**src/rtl/im_loader_if.sv**
```systemverilog
// Byte-stream input and IM write port of the image loader, bundled together.
// slave = loader side, master = byte source / IM side.
interface im_loader_if;
    logic        in_valid;
    logic [7:0]  in_data;
    logic        in_last;
    logic        in_ready;
    logic        im_we;
    logic [31:0] im_addr;
    logic [31:0] im_wdata;

    modport slave (
        input  in_valid, in_data, in_last,
        output in_ready, im_we, im_addr, im_wdata
    );

    modport master (
        output in_valid, in_data, in_last,
        input  in_ready, im_we, im_addr, im_wdata
    );
endinterface

```
**src/rtl/im_loader.sv**
```systemverilog
// Instruction-memory image loader: packs a big-endian byte stream into 32-bit
// words, writes them to IM from BASE_ADDR upward, and keeps the CPU held until
// the final byte of the image has been written.
module im_loader #(
    parameter logic [31:0] BASE_ADDR   = 32'h0000_3000,
    parameter int          DEPTH_WORDS = 1024,
    parameter int          CNT_W       = 11
) (
    input  logic             clk,
    input  logic             reset,
    im_loader_if.slave       bus,
    output logic             cpu_hold,
    output logic             load_done,
    output logic             load_err,
    output logic [CNT_W-1:0] word_count
);

    typedef enum logic [1:0] {LOAD, WRITE, DONE, ERR} state_t;

    state_t             state_q, state_d;
    logic [1:0]         byte_idx_q, byte_idx_d;
    logic [31:0]        word_q, word_d;
    logic               last_q, last_d;
    logic [31:0]        next_addr_q, next_addr_d;
    logic [CNT_W-1:0]   word_count_q, word_count_d;
    logic [31:0]        im_addr_q, im_addr_d;
    logic [31:0]        im_wdata_q, im_wdata_d;

    // Next-state: byte assembly in LOAD, single write cycle, terminal DONE/ERR.
    always_comb begin
        state_d      = state_q;
        byte_idx_d   = byte_idx_q;
        word_d       = word_q;
        last_d       = last_q;
        next_addr_d  = next_addr_q;
        word_count_d = word_count_q;
        im_addr_d    = im_addr_q;
        im_wdata_d   = im_wdata_q;

        case (state_q)
            LOAD: begin
                if (bus.in_valid) begin
                    // A byte arriving with IM already full is an overflow; nothing is written.
                    if (word_count_q == CNT_W'(DEPTH_WORDS)) begin
                        state_d = ERR;
                    end else begin
                        // Byte k lands in bits [31-8k:24-8k]; unfilled bytes stay zero.
                        word_d = word_q | ({bus.in_data, 24'h0} >> {byte_idx_q, 3'b000});
                        if (byte_idx_q == 2'd3 || bus.in_last) begin
                            last_d     = bus.in_last;
                            im_addr_d  = next_addr_q;
                            im_wdata_d = word_d;
                            state_d    = WRITE;
                        end else begin
                            byte_idx_d = byte_idx_q + 2'd1;
                        end
                    end
                end
            end
            WRITE: begin
                next_addr_d  = next_addr_q + 32'd4;
                word_count_d = word_count_q + CNT_W'(1);
                byte_idx_d   = 2'd0;
                word_d       = 32'h0;
                state_d      = last_q ? DONE : LOAD;
            end
            DONE:    state_d = DONE;
            default: state_d = ERR;
        endcase
    end

    // State registers; reset discards any partial word but leaves IM untouched.
    always_ff @(posedge clk) begin
        if (reset) begin
            state_q      <= LOAD;
            byte_idx_q   <= 2'd0;
            word_q       <= 32'h0;
            last_q       <= 1'b0;
            next_addr_q  <= BASE_ADDR;
            word_count_q <= '0;
            im_addr_q    <= BASE_ADDR;
            im_wdata_q   <= 32'h0;
        end else begin
            state_q      <= state_d;
            byte_idx_q   <= byte_idx_d;
            word_q       <= word_d;
            last_q       <= last_d;
            next_addr_q  <= next_addr_d;
            word_count_q <= word_count_d;
            im_addr_q    <= im_addr_d;
            im_wdata_q   <= im_wdata_d;
        end
    end

    // Outputs decoded from state; address/data hold last written values.
    always_comb begin
        bus.in_ready = (state_q == LOAD);
        bus.im_we    = (state_q == WRITE);
        bus.im_addr  = im_addr_q;
        bus.im_wdata = im_wdata_q;
        cpu_hold     = (state_q != DONE);
        load_done    = (state_q == DONE);
        load_err     = (state_q == ERR);
        word_count   = word_count_q;
    end

endmodule

```
**src/flat_wrapper.sv**
```systemverilog
// flat-port wrapper written by rule: the top's interface ports become plain ports
module im_loader_flat 
#(
    parameter logic [31:0] BASE_ADDR   = 32'h0000_3000,
    parameter int          DEPTH_WORDS = 1024,
    parameter int          CNT_W       = 11
)
  (clk, reset, cpu_hold, load_done, load_err, word_count, bus_in_valid, bus_in_data, bus_in_last, bus_in_ready, bus_im_we, bus_im_addr, bus_im_wdata);
  im_loader_if bus_i ();
  input  logic clk;
  input  logic reset;
  output logic cpu_hold;
  output logic load_done;
  output logic load_err;
  output logic [CNT_W-1:0] word_count;
  input wire logic [$bits(bus_i.in_valid)-1:0] bus_in_valid;
  input wire logic [$bits(bus_i.in_data)-1:0] bus_in_data;
  input wire logic [$bits(bus_i.in_last)-1:0] bus_in_last;
  output wire logic [$bits(bus_i.in_ready)-1:0] bus_in_ready;
  output wire logic [$bits(bus_i.im_we)-1:0] bus_im_we;
  output wire logic [$bits(bus_i.im_addr)-1:0] bus_im_addr;
  output wire logic [$bits(bus_i.im_wdata)-1:0] bus_im_wdata;
  assign bus_i.in_valid = bus_in_valid;
  assign bus_i.in_data = bus_in_data;
  assign bus_i.in_last = bus_in_last;
  assign bus_in_ready = bus_i.in_ready;
  assign bus_im_we = bus_i.im_we;
  assign bus_im_addr = bus_i.im_addr;
  assign bus_im_wdata = bus_i.im_wdata;
  im_loader #(.BASE_ADDR(BASE_ADDR), .DEPTH_WORDS(DEPTH_WORDS), .CNT_W(CNT_W)) u_core (.clk(clk), .reset(reset), .bus(bus_i), .cpu_hold(cpu_hold), .load_done(load_done), .load_err(load_err), .word_count(word_count));
endmodule
```
**config.mk**
```make
export PLATFORM = sky130hd
export DESIGN_NAME = im_loader_flat
export DESIGN_NICKNAME = d
export VERILOG_FILES = /design/src/rtl/im_loader_if.sv /design/src/rtl/im_loader.sv /design/src/flat_wrapper.sv
export SDC_FILE = /design/constraint.sdc
export NUM_CORES = 1
export LEC_CHECK = 0
export ABC_AREA = 1
export BUFFER_PORTS_ARGS = -buffer_cell sky130_fd_sc_hd__buf_4
export CAP_MARGIN = 20
export CORE_UTILIZATION = 35
export CTS_CLUSTER_SIZE = 40
export DETAILED_ROUTE_END_ITERATION = 10
export PLACE_DENSITY_LB_ADDON = 0.15
export SLEW_MARGIN = 20
export SYNTH_ARGS = -nofsm -noshare
export SYNTH_HDL_FRONTEND = slang
export SYNTH_SLANG_ARGS = --single-unit
```
**constraint.sdc**
```tcl
create_clock -name clk -period 2.2 [get_ports clk]
set_clock_uncertainty 0.2 [all_clocks]
set_input_delay 0.11 -clock clk [delete_from_list [all_inputs] [get_ports clk]]
set_output_delay 0.11 -clock clk [all_outputs]
set_load 0.02 [all_outputs]
```
==> metrics, run 1 <==
Initial Util 0.357; synth cell count leaders nand2_1, dfxtp_1, a21oi_1; NetSw about 3600 uW; number of global-route vias before repair about 5600; leakage 0.00330 uW; synth top area cells dfxtp_1, nand2_1, a21oi_1; Max-cap violations 0; initial antenna violation count 0; Die Y 138 um; Final HPWL DP about 12000 um; Max FO, Critical Path 64; peak supply drop 0.742 mV; status complete, no violations; Slew @ Worst Pin approximately 850 ps; number of CTS-inserted buffers 17; CP Capture Point u_core.word_q[14]; DR DRC count 0; Post-Layout Cell Count about 1200; Critical-path top delay cell or2_2; sequential area share after synthesis 0.435; gr ovfl total 0; clk root buf clkbuf_16; final critical-path share of the clock period 0.926; input/output buffers 89; Max transition margin 0.432; Sequential Power Share 0.334; most common cell in the netlist nand2_1; clock sinks between 100 and 150; FF-to-FF End u_core.word_q[14]; CTS Buffer Depth 2; Cell Chain, Critical Path inv_1 > ha_1 > inv_1 > or2_2 > nand3_2 > buf_12 > nand2_1 > nand2_1 > nor2_1; drt total wl around 18000 um; Internal 5960 uW; gr usage total 0.197; dpl cells roughly 1200; synthesis-stage register bit count 140; Clk pwr share 0.309; first-pass GRT wire length between 20000 and 30000 um; total number of vias approximately 6100; vias per cell 4.94; Hold Crit Class in -> reg; fraction of layout cells with a size suffix above 1 0.152; Async SR Flop Fraction 0; crit start category flop; final slew viol count 0; DR pass1 iterations 5; die span in x 138 um; Synth top area share 0.435; core area 18000 um^2; cell row count 49; critical path's top delay family simple AND/OR/NAND/NOR gates; total power divided by cell area 1200 nW/um^2; area added between synthesis and finish 23.8%; crit end category flop; Worst path depth 9; Register-to-Register Path Depth 9; CP startpoint u_core.state_q[0]; worst r2r src u_core.state_q[0]; nets around 1000; Final Power 9560 uW; full die area between 15000 and 20000 um^2; largest net degree at the start of global routing between 70 and 80; slowest stage delay, CP 350 ps; TNS Setup 0 ps; r2r setup slk between 150 and 200 ps; clk_lat worst skew around 420 ps; critical path arrival 2150 ps; EDFF count, synth 0; Post-CTS Setup Inserts 0; synthesized area per cell 6.94 um^2; FMAX between 400 and 500 MHz; Post-Syn Instances roughly 930; Gate power share 0.357; prevailing post-synth register cell dfxtp_1; CP bufs+invs 3; CP required about 2300 ps; cell accounting for the most synthesized area dfxtp_1; unrepaired setup endpoints after global routing no; clock tree from TritonCTS yes; Final Hold Violating Endpoints 0; yosys warns 0; H-tree depth 4; final count of negative-setup-slack endpoints 0; Antenna Diode Count 0; routability congestion estimate just over 0.8; Crit Path Category reg -> reg; Clk pin slew, worst setup/hold paths about 60 ps; Tmin final 2040 ps; DR WL/cell 14.1 um; Cell Area, Synth ~6400 um^2; # IOs between 90 and 100; Antenna Nets Post-Route 0; Net Sw Frac 0.376; drt first-iter violations 374; unique cell type count in the Yosys netlist 29
-- how the worst min path moves through the flow --
stage                   start                 endpoint  slack, ps  depth (start not counted)
2_1_floorplan     bus_in_last            u_core.last_q         80                          2
3_3_place_gp      bus_in_last            u_core.last_q        230                          3
3_5_place_dp      bus_in_last            u_core.last_q        230                          3
4_1_cts        bus_in_data[1]   u_core.bus.im_wdata[9]          1                          5
5_1_grt        bus_in_data[4]  u_core.bus.im_wdata[12]         50                          5
6_report       bus_in_data[4]  u_core.bus.im_wdata[12]         10                          5
-- worst min-delay path, cell delays in order --
cell and delay [ps]:
buf_4 110, nand2_1 100, o21ai_0 100, nand4_1 100, a21oi_1 60
-- registers in the layout, indices dropped and copies added (netlist names) --
name / cells
u_core.bus.im_addr: 30
u_core.bus.im_wdata: 32
u_core.byte_idx_q: 2
u_core.last_q: 1
u_core.next_addr_q: 30
u_core.state_q: 2
u_core.word_count: 11
u_core.word_q: 32
-- final cells by class --
class / instances / area (um^2)
multi-input combinational: 644 / 3030
tap: 229 / 287
clock buffer: 18 / 439
clock inverter: 14 / 169
timing repair buffer: 113 / 921
inverter: 86 / 323
sequential: 140 / 2800
fill: 1885 / 10000
-- repair_timing --
item,CTS,global route
endpoints found under the setup margin,0,0
hold buffers,4,0
hold endpoints to repair,18,0
resized for setup,0,0
-- per-layer routing --
| layer | global-route usage | part of all wire | up-vias |
|---|---|---|---|
| li1 | - | - | 3216 |
| met1 | 0.282 | 0.52 | 2784 |
| met2 | 0.294 | 0.43 | 130 |
| met3 | 0.0434 | 0.040 | 19 |
| met4 | 0.0531 | 0.011 | 0 |
| met5 | 0 | 0 | - |
-- layout by cell type, fill, tap and decap left out, drive strengths merged, types with 2 or more instances in the layout --
cell           n
a211oi         2
a21oi        117
buf          109
bufinv         3
clkbuf        18
clkinv         6
clkinvlp       5
conb           2
dfxtp        140
dlygate4sd3    4
ha             8
inv           86
nand2        221
nand3         35
nand3b         2
nand4         75
nor2         110
nor3          13
nor3b          2
o21ai         50
xor2           3
-- power groups by stage --
stage / Sequential (uW) / Clock [uW] / Combinational, uW
5_1_grt: 3240 / 3140 / 3870
3_5_place_dp: 3250 / 0 / 3400
6_report: 3190 / 2950 / 3410
2_1_floorplan: 3320 / 0 / 2400
4_1_cts: 3190 / 3020 / 3420
3_3_place_gp: 3240 / 0 / 3380
-- through the flow --
step,setup slack [ps],hold slack (ps),cell area (um^2),utilization
final,163,14.8,7980,0.442
after global routing,8.93,48.6,7980,0.442
after CTS,170,1.04,7980,0.442
after detailed placement,191,226,7330,0.406
after global placement,218,226,7330,0.406
after floorplan,231,81.2,6440,-
-- cells by family after synthesis --
logic type	Yosys count	synth area share
compound gates	170	0.133
other cells	1	0.000582
fa+ha+maj	8	0.0155
buf+inv	145	0.0954
flops	140	0.435
simple gates	460	0.315
xor+xnor	4	0.00544
(Power assumes the default switching activity.)
==> inputs of run 2 (changes only) <==
--- a/config.mk
+++ b/config.mk
@@ -11,7 +11,6 @@
 export CORE_UTILIZATION = 35
 export CTS_CLUSTER_SIZE = 40
 export DETAILED_ROUTE_END_ITERATION = 10
-export PLACE_DENSITY_LB_ADDON = 0.15
 export SLEW_MARGIN = 20
 export SYNTH_ARGS = -nofsm -noshare
 export SYNTH_HDL_FRONTEND = slang
==> metrics, run 2 (synthesized netlist as in run 1, its figures left out) <==
status complete, no violations; Initial Util 0.357 (unchanged); Tmin final 1990 ps (-45.9 ps); Crit Path Category reg -> reg; commonest non-fill, non-tap cell in the layout nand2_1; gr usage total 0.191 (-0.00615); # IOs 92 (unchanged); Final Hold Violating Endpoints 0 (unchanged); Final HPWL DP 11500 um (-1.4%); Critical-path top delay cell dfxtp_1; Die Y 138 um (unchanged); core area 18000 um^2 (unchanged); drt first-iter violations 402 (+7.5%); vias per cell 5.00 (+1.1%); most frequent cells in the layout nand2_1, dfxtp_1, a21oi_1, nor2_1, buf_4; total number of vias 6210 (+0.99%); TNS Setup 0 ps (unchanged); Post-Layout Cell Count 1243 (-0.080%); input/output buffers 89 (unchanged); peak supply drop 0.695 mV (-6.4%); Post-CTS Setup Inserts 0 (unchanged); Max FO, Critical Path 64 (unchanged); Antenna Diode Count 0 (unchanged); H-tree depth 4 (unchanged); unrepaired setup endpoints after global routing no; met1 usage 0.260 (-0.0217); Clk pin slew, worst setup/hold paths 60 ps (about the same); largest net degree at the start of global routing 78 (unchanged); cell row count 49 (unchanged); DR pass1 iterations 5 (unchanged); clock tree from TritonCTS yes; GR Util met3 0.0471 (+0.00368); fraction of layout cells with a size suffix above 1 0.150 (-0.00182); slowest stage delay, CP 340 ps (about the same); initial antenna violation count 0 (unchanged); area added between synthesis and finish 23.3%; Hold Crit Class in -> reg; Max-cap violations 0 (unchanged); gr ovfl total 0 (unchanged); full die area 18900 um^2 (unchanged); first-pass GRT wire length 28400 um (-2.0%); drt total wl 17300 um (-1.3%); crit end category flop; total power divided by cell area 1180 nW/um^2 (-1.3%); leakage 0.00329 uW (-0.58%); DR WL/cell 13.9 um (-1.2%); FMAX 502 MHz (+2.3%); die span in x 138 um (unchanged); crit start category flop; clk root buf clkbuf_16; Max transition margin 0.445 (+0.0132); routability congestion estimate 0.875 (+6.6%); layout filler cell count 1887 (+0.11%); GRT busiest layer met2; DR DRC count 0 (unchanged); CP required 2320 ps (about the same); dpl cells 1206 (-0.17%); number of CTS-inserted buffers 17 (unchanged); number of global-route vias before repair 5679 (+0.64%); Cell Chain, Critical Path inv_1 > ha_1 > inv_1 > or2_2 > nand3_2 > buf_12 > nand2_1 > nand2_1 > nor2_1; Antenna Nets Post-Route 0 (unchanged); nets 1021 (-0.098%); Slew @ Worst Pin 832 ps (-19.7 ps); final critical-path share of the clock period 0.905 (-0.0209); clk_lat worst skew 430 ps (about the same); clock sinks 140 (unchanged); final slew viol count 0 (unchanged); met2 Usage GRT 0.296 (+0.00195); critical path arrival 2110 ps (-40 ps); CTS Buffer Depth 2 (unchanged); final count of negative-setup-slack endpoints 0 (unchanged)
-- run 2: cell types whose count changed in the layout (fill, tap and decap cells not counted) --
cell           before  now
ha_2                0    1
dlygate4sd3_1       4    5
ha_1                8    7
bufinv_16           3    2
clkinvlp_4          5    4
buf_12              5    4
clkbuf_1            0    1
clkinv_2            3    2
buf_4             104  103
clkinv_4            2    4
-- run 2: critical path, delay by kind of cell (launching register included) --
kind                     cells  cell delay, ps
buffers and inverters        3             470
flip-flops                   1             340
AND/OR/NAND/NOR              5             650
adder cells (fa/ha/maj)      1             200
-- run 2: worst paths after layout --
path,startpoint,end,slack (ps),depth (start not counted)
hold reg to reg,u_core.bus.im_addr[23],u_core.bus.im_addr[23],260,2
setup / recovery,u_core.state_q[0],u_core.word_q[1],210,9
hold / removal,bus_in_data[0],u_core.bus.im_wdata[0],20,5
setup reg to reg,u_core.state_q[0],u_core.word_q[1],210,9
-- run 2: report_power, final --
part	total (uW)	leakage, uW	switching [uW]	internal, uW
registers	3180	0.00114	185	2990
clock network	2860	0.000276	1150	1700
logic	3360	0.00187	2230	1130
total	9390	0.00329	3570	5820
-- run 2: through the flow --
step | worst slack [ps] | util | instance area, um^2 | hold WS [ps] | power [uW]
CTS | 174 | 0.440 | 7940 | 6.28 | 9430
detailed placement | 217 | 0.405 | 7300 | 229 | 6550
global placement | 262 | 0.405 | 7300 | 225 | 6520
finish | 209 | 0.440 | 7940 | 16.7 | 9390
global route | 56.2 | 0.440 | 7940 | 42.1 | 10100
floorplan | 231 | - | 6440 | 81.2 | 5720
-- run 2: area by class of cell --
class                      count  area [um^2]  area share
sequential                   140         2800       0.353
clock buffer                  19          443      0.0558
tap                          229          287      0.0361
inverter                      86          323      0.0407
timing repair buffer         112          903       0.114
multi-input combinational    644         3040       0.383
clock inverter                13          144      0.0181
-- run 2: timing repair --
| item | 4_1_cts | 5_1_grt |
|---|---|---|
| resized for setup | 0 | 1 |
| endpoints found under the setup margin | 0 | 2 |
| hold endpoints to repair | 37 | 0 |
| hold buffers | 5 | 0 |
-- run 2: per-layer routing --
layer / up-vias / wire length [um] / part of all wire
met1: 2862 / 8640 / 0.50
met4: 0 / 183 / 0.011
met3: 16 / 812 / 0.047
li1: 3207 / - / -
met5: - / 0 / 0
met2: 125 / 7670 / 0.44
==> inputs of run 3 (changes only) <==
--- a/config.mk
+++ b/config.mk
@@ -5,7 +5,6 @@
 export SDC_FILE = /design/constraint.sdc
 export NUM_CORES = 1
 export LEC_CHECK = 0
-export ABC_AREA = 1
 export BUFFER_PORTS_ARGS = -buffer_cell sky130_fd_sc_hd__buf_4
 export CAP_MARGIN = 20
 export CORE_UTILIZATION = 35
==> metrics, run 3 <==
largest net degree at the start of global routing 47 (-40%); cell row count 47 (-4.1%); Async SR Flop Fraction 0 (unchanged); drt first-iter violations 286 (-29%); clock sinks 140 (unchanged); Cell Chain, Critical Path or4_4 > o311ai_4 > buf_12 > a211oi_1 > nor3_1; Net Sw Frac 0.322 (-0.0581); unique cell type count in the Yosys netlist 46 (+59%); Die Y 133 um (-3.3%); critical path arrival 2220 ps (+110 ps); H-tree depth 4 (unchanged); most frequent cells in the layout dfxtp_1, buf_4, a21oi_1, nand2_1, nor2_1; Max-cap violations 0 (unchanged); number of CTS-inserted buffers 17 (unchanged); final count of negative-setup-slack endpoints 0 (unchanged); CP required 2340 ps (+20 ps); Final Instance Area 7780 um^2 (-2.0%); crit start category flop; Synth top area share 0.466 (+0.0303); synth cell count leaders dfxtp_1, a21oi_1, nand2_1; Critical-path top delay cell or4_4; Final Hold Violating Endpoints 0 (unchanged); gr ovfl total 0 (unchanged); final slew viol count 0 (unchanged); DR pass1 iterations 4 (-1); EDFF count, synth 0 (unchanged); fraction of layout cells with a size suffix above 1 0.261 (+0.111); synthesized area per cell 8.69 um^2 (+25%); drt total wl 14500 um (-16%); Clk pwr share 0.361 (+0.057); TNS Setup 0 ps (unchanged); total power divided by cell area 998 nW/um^2 (-16%); Sequential Power Share 0.378 (+0.040); area added between synthesis and finish 29.3%; critical path's top delay family simple AND/OR/NAND/NOR gates; commonest non-fill, non-tap cell in the layout dfxtp_1; DR WL/cell 14.1 um (+1.2%); Antenna Diode Count 0 (unchanged); Max FO, Critical Path 46 (-28%); CTS Buffer Depth 2 (unchanged); placed cell area 7040 um^2 (-3.6%); first-pass GRT wire length 24000 um (-15%); Cell Area, Synth 6020 um^2 (-6.5%); footprint of the multi-input gates 2840 um^2 (-6.3%); clk root buf clkbuf_16; sequential area share after synthesis 0.466 (+0.0303); dpl cells 982 (-19%); Post-Syn Instances 693 (-25%); FMAX 480 MHz (-4.4%); status complete, no violations; total number of vias 5082 (-18%); slowest stage delay, CP 580 ps (+240 ps); full die area 17700 um^2 (-6.4%); Clk pin slew, worst setup/hold paths 60 ps (about the same); DR DRC count 0 (unchanged); yosys warns 0 (unchanged); peak supply drop 0.598 mV (-14%); Gate power share 0.262 (-0.095); Initial Util 0.361 (+0.00322); crit end category flop; synthesis-stage register bit count 140 (unchanged); prevailing post-synth register cell dfxtp_1; clk_lat worst skew 420 ps (about the same); most common cell in the netlist dfxtp_1; nets 813 (-20%); input/output buffers 89 (unchanged); Post-Layout Cell Count 1026 (-17%); leakage 0.00279 uW (-15%); Crit Path Category reg -> reg; die span in x 133 um (-3.3%); core area 16700 um^2 (-7.3%); Antenna Nets Post-Route 0 (unchanged); gr usage total 0.170 (-0.0207); # IOs 92 (unchanged); vias per cell 4.95 (-0.86%); cell accounting for the most synthesized area dfxtp_1; Hold Crit Class reg -> reg; Final HPWL DP 9470 um (-18%); Internal 5260 uW (-9.6%); CP bufs+invs 1 (-2); Tmin final 2080 ps (+90.9 ps); initial antenna violation count 0 (unchanged); register area 2800 um^2 (unchanged); NetSw 2500 uW (-30%); clock tree from TritonCTS yes; final critical-path share of the clock period 0.946 (+0.0413); synth top area cells dfxtp_1, a21oi_1, nor3_2; number of global-route vias before repair 4809 (-15%); routability congestion estimate 0.755 (-14%); layout filler cell count 1668 (-12%); unrepaired setup endpoints after global routing no
run 3: cell types whose count changed after synthesis, sizes merged, moves of 11 or more:
cell,previous run,this run
nand4,75,16
or3,0,11
nor2,110,60
nor3,13,40
o21ai,50,15
nand2,221,73
a21oi,117,82
nand3,35,8
a211oi,2,34
o211ai,0,32
inv,85,40
run 3: timing repair:
action / 4_1_cts / 5_1_grt
gates cloned: 0 / 0
setup endpoints to repair: 1 / 17
hold buffers: 11 / 0
pin swaps: 0 / 1
setup buffers: 0 / 1
resized for setup: 1 / 8
hold endpoints to repair: 88 / 0
run 3: routing by layer:
metal / vias to the layer above / part of all wire / global-route usage
met5: - / 0 / 0
met4: 0 / 0.010 / 0.0688
met3: 10 / 0.036 / 0.0384
met2: 97 / 0.46 / 0.266
met1: 2344 / 0.50 / 0.227
li1: 2631 / - / -
run 3: power by group through the flow:
stage | Clock, uW | Sequential [uW] | Combinational, uW
2_1_floorplan | 0 | 3130 | 1160
3_3_place_gp | 0 | 2980 | 2010
3_5_place_dp | 0 | 2980 | 2020
4_1_cts | 2870 | 2930 | 2050
5_1_grt | 2980 | 2960 | 2240
6_report | 2800 | 2930 | 2030
run 3: logic make-up after synthesis:
kind of cell / synth area share
buf+inv: 0.0725
xor+xnor: 0.0276
simple gates: 0.217
mux: 0.00333
other cells: 0.000623
compound gates: 0.197
fa+ha+maj: 0.0166
flops: 0.466
run 3: tightest hold or removal path: stages (launching register included):
cell and delay (ps):
dfxtp_1 310, inv_1 40, a21oi_1 50
run 3: layout make-up:
| cell class | count | area share |
|---|---|---|
| well taps | 220 | 0.0354 |
| inverters | 40 | 0.0193 |
| multi-input cells | 455 | 0.365 |
| clock buffers | 19 | 0.0556 |
| repair buffers | 139 | 0.146 |
| clock inverters | 13 | 0.0186 |
| flip-flops and latches | 140 | 0.360 |
run 3: per-stage QoR:
step / total power (uW) / setup slack, ps / util / hold slack (ps)
6_report: 7760 / 118 / 0.466 / 246
5_1_grt: 8170 / 6.31 / 0.466 / 260
4_1_cts: 7840 / 0.853 / 0.463 / 246
3_5_place_dp: 5010 / 1.74 / 0.421 / 238
3_3_place_gp: 4990 / 45.4 / 0.421 / 233
2_1_floorplan: 4290 / 1.19 / - / 55.1
run 3: worst paths after layout:
path | startpoint | end | slack [ps] | cells past startpoint
setup / recovery | u_core.word_count[5] | u_core.bus.im_wdata[29] | 120 | 5
hold / removal | u_core.word_q[28] | u_core.word_q[28] | 250 | 2
setup reg to reg | u_core.word_count[5] | u_core.bus.im_wdata[29] | 120 | 5
hold reg to reg | u_core.word_q[28] | u_core.word_q[28] | 250 | 2
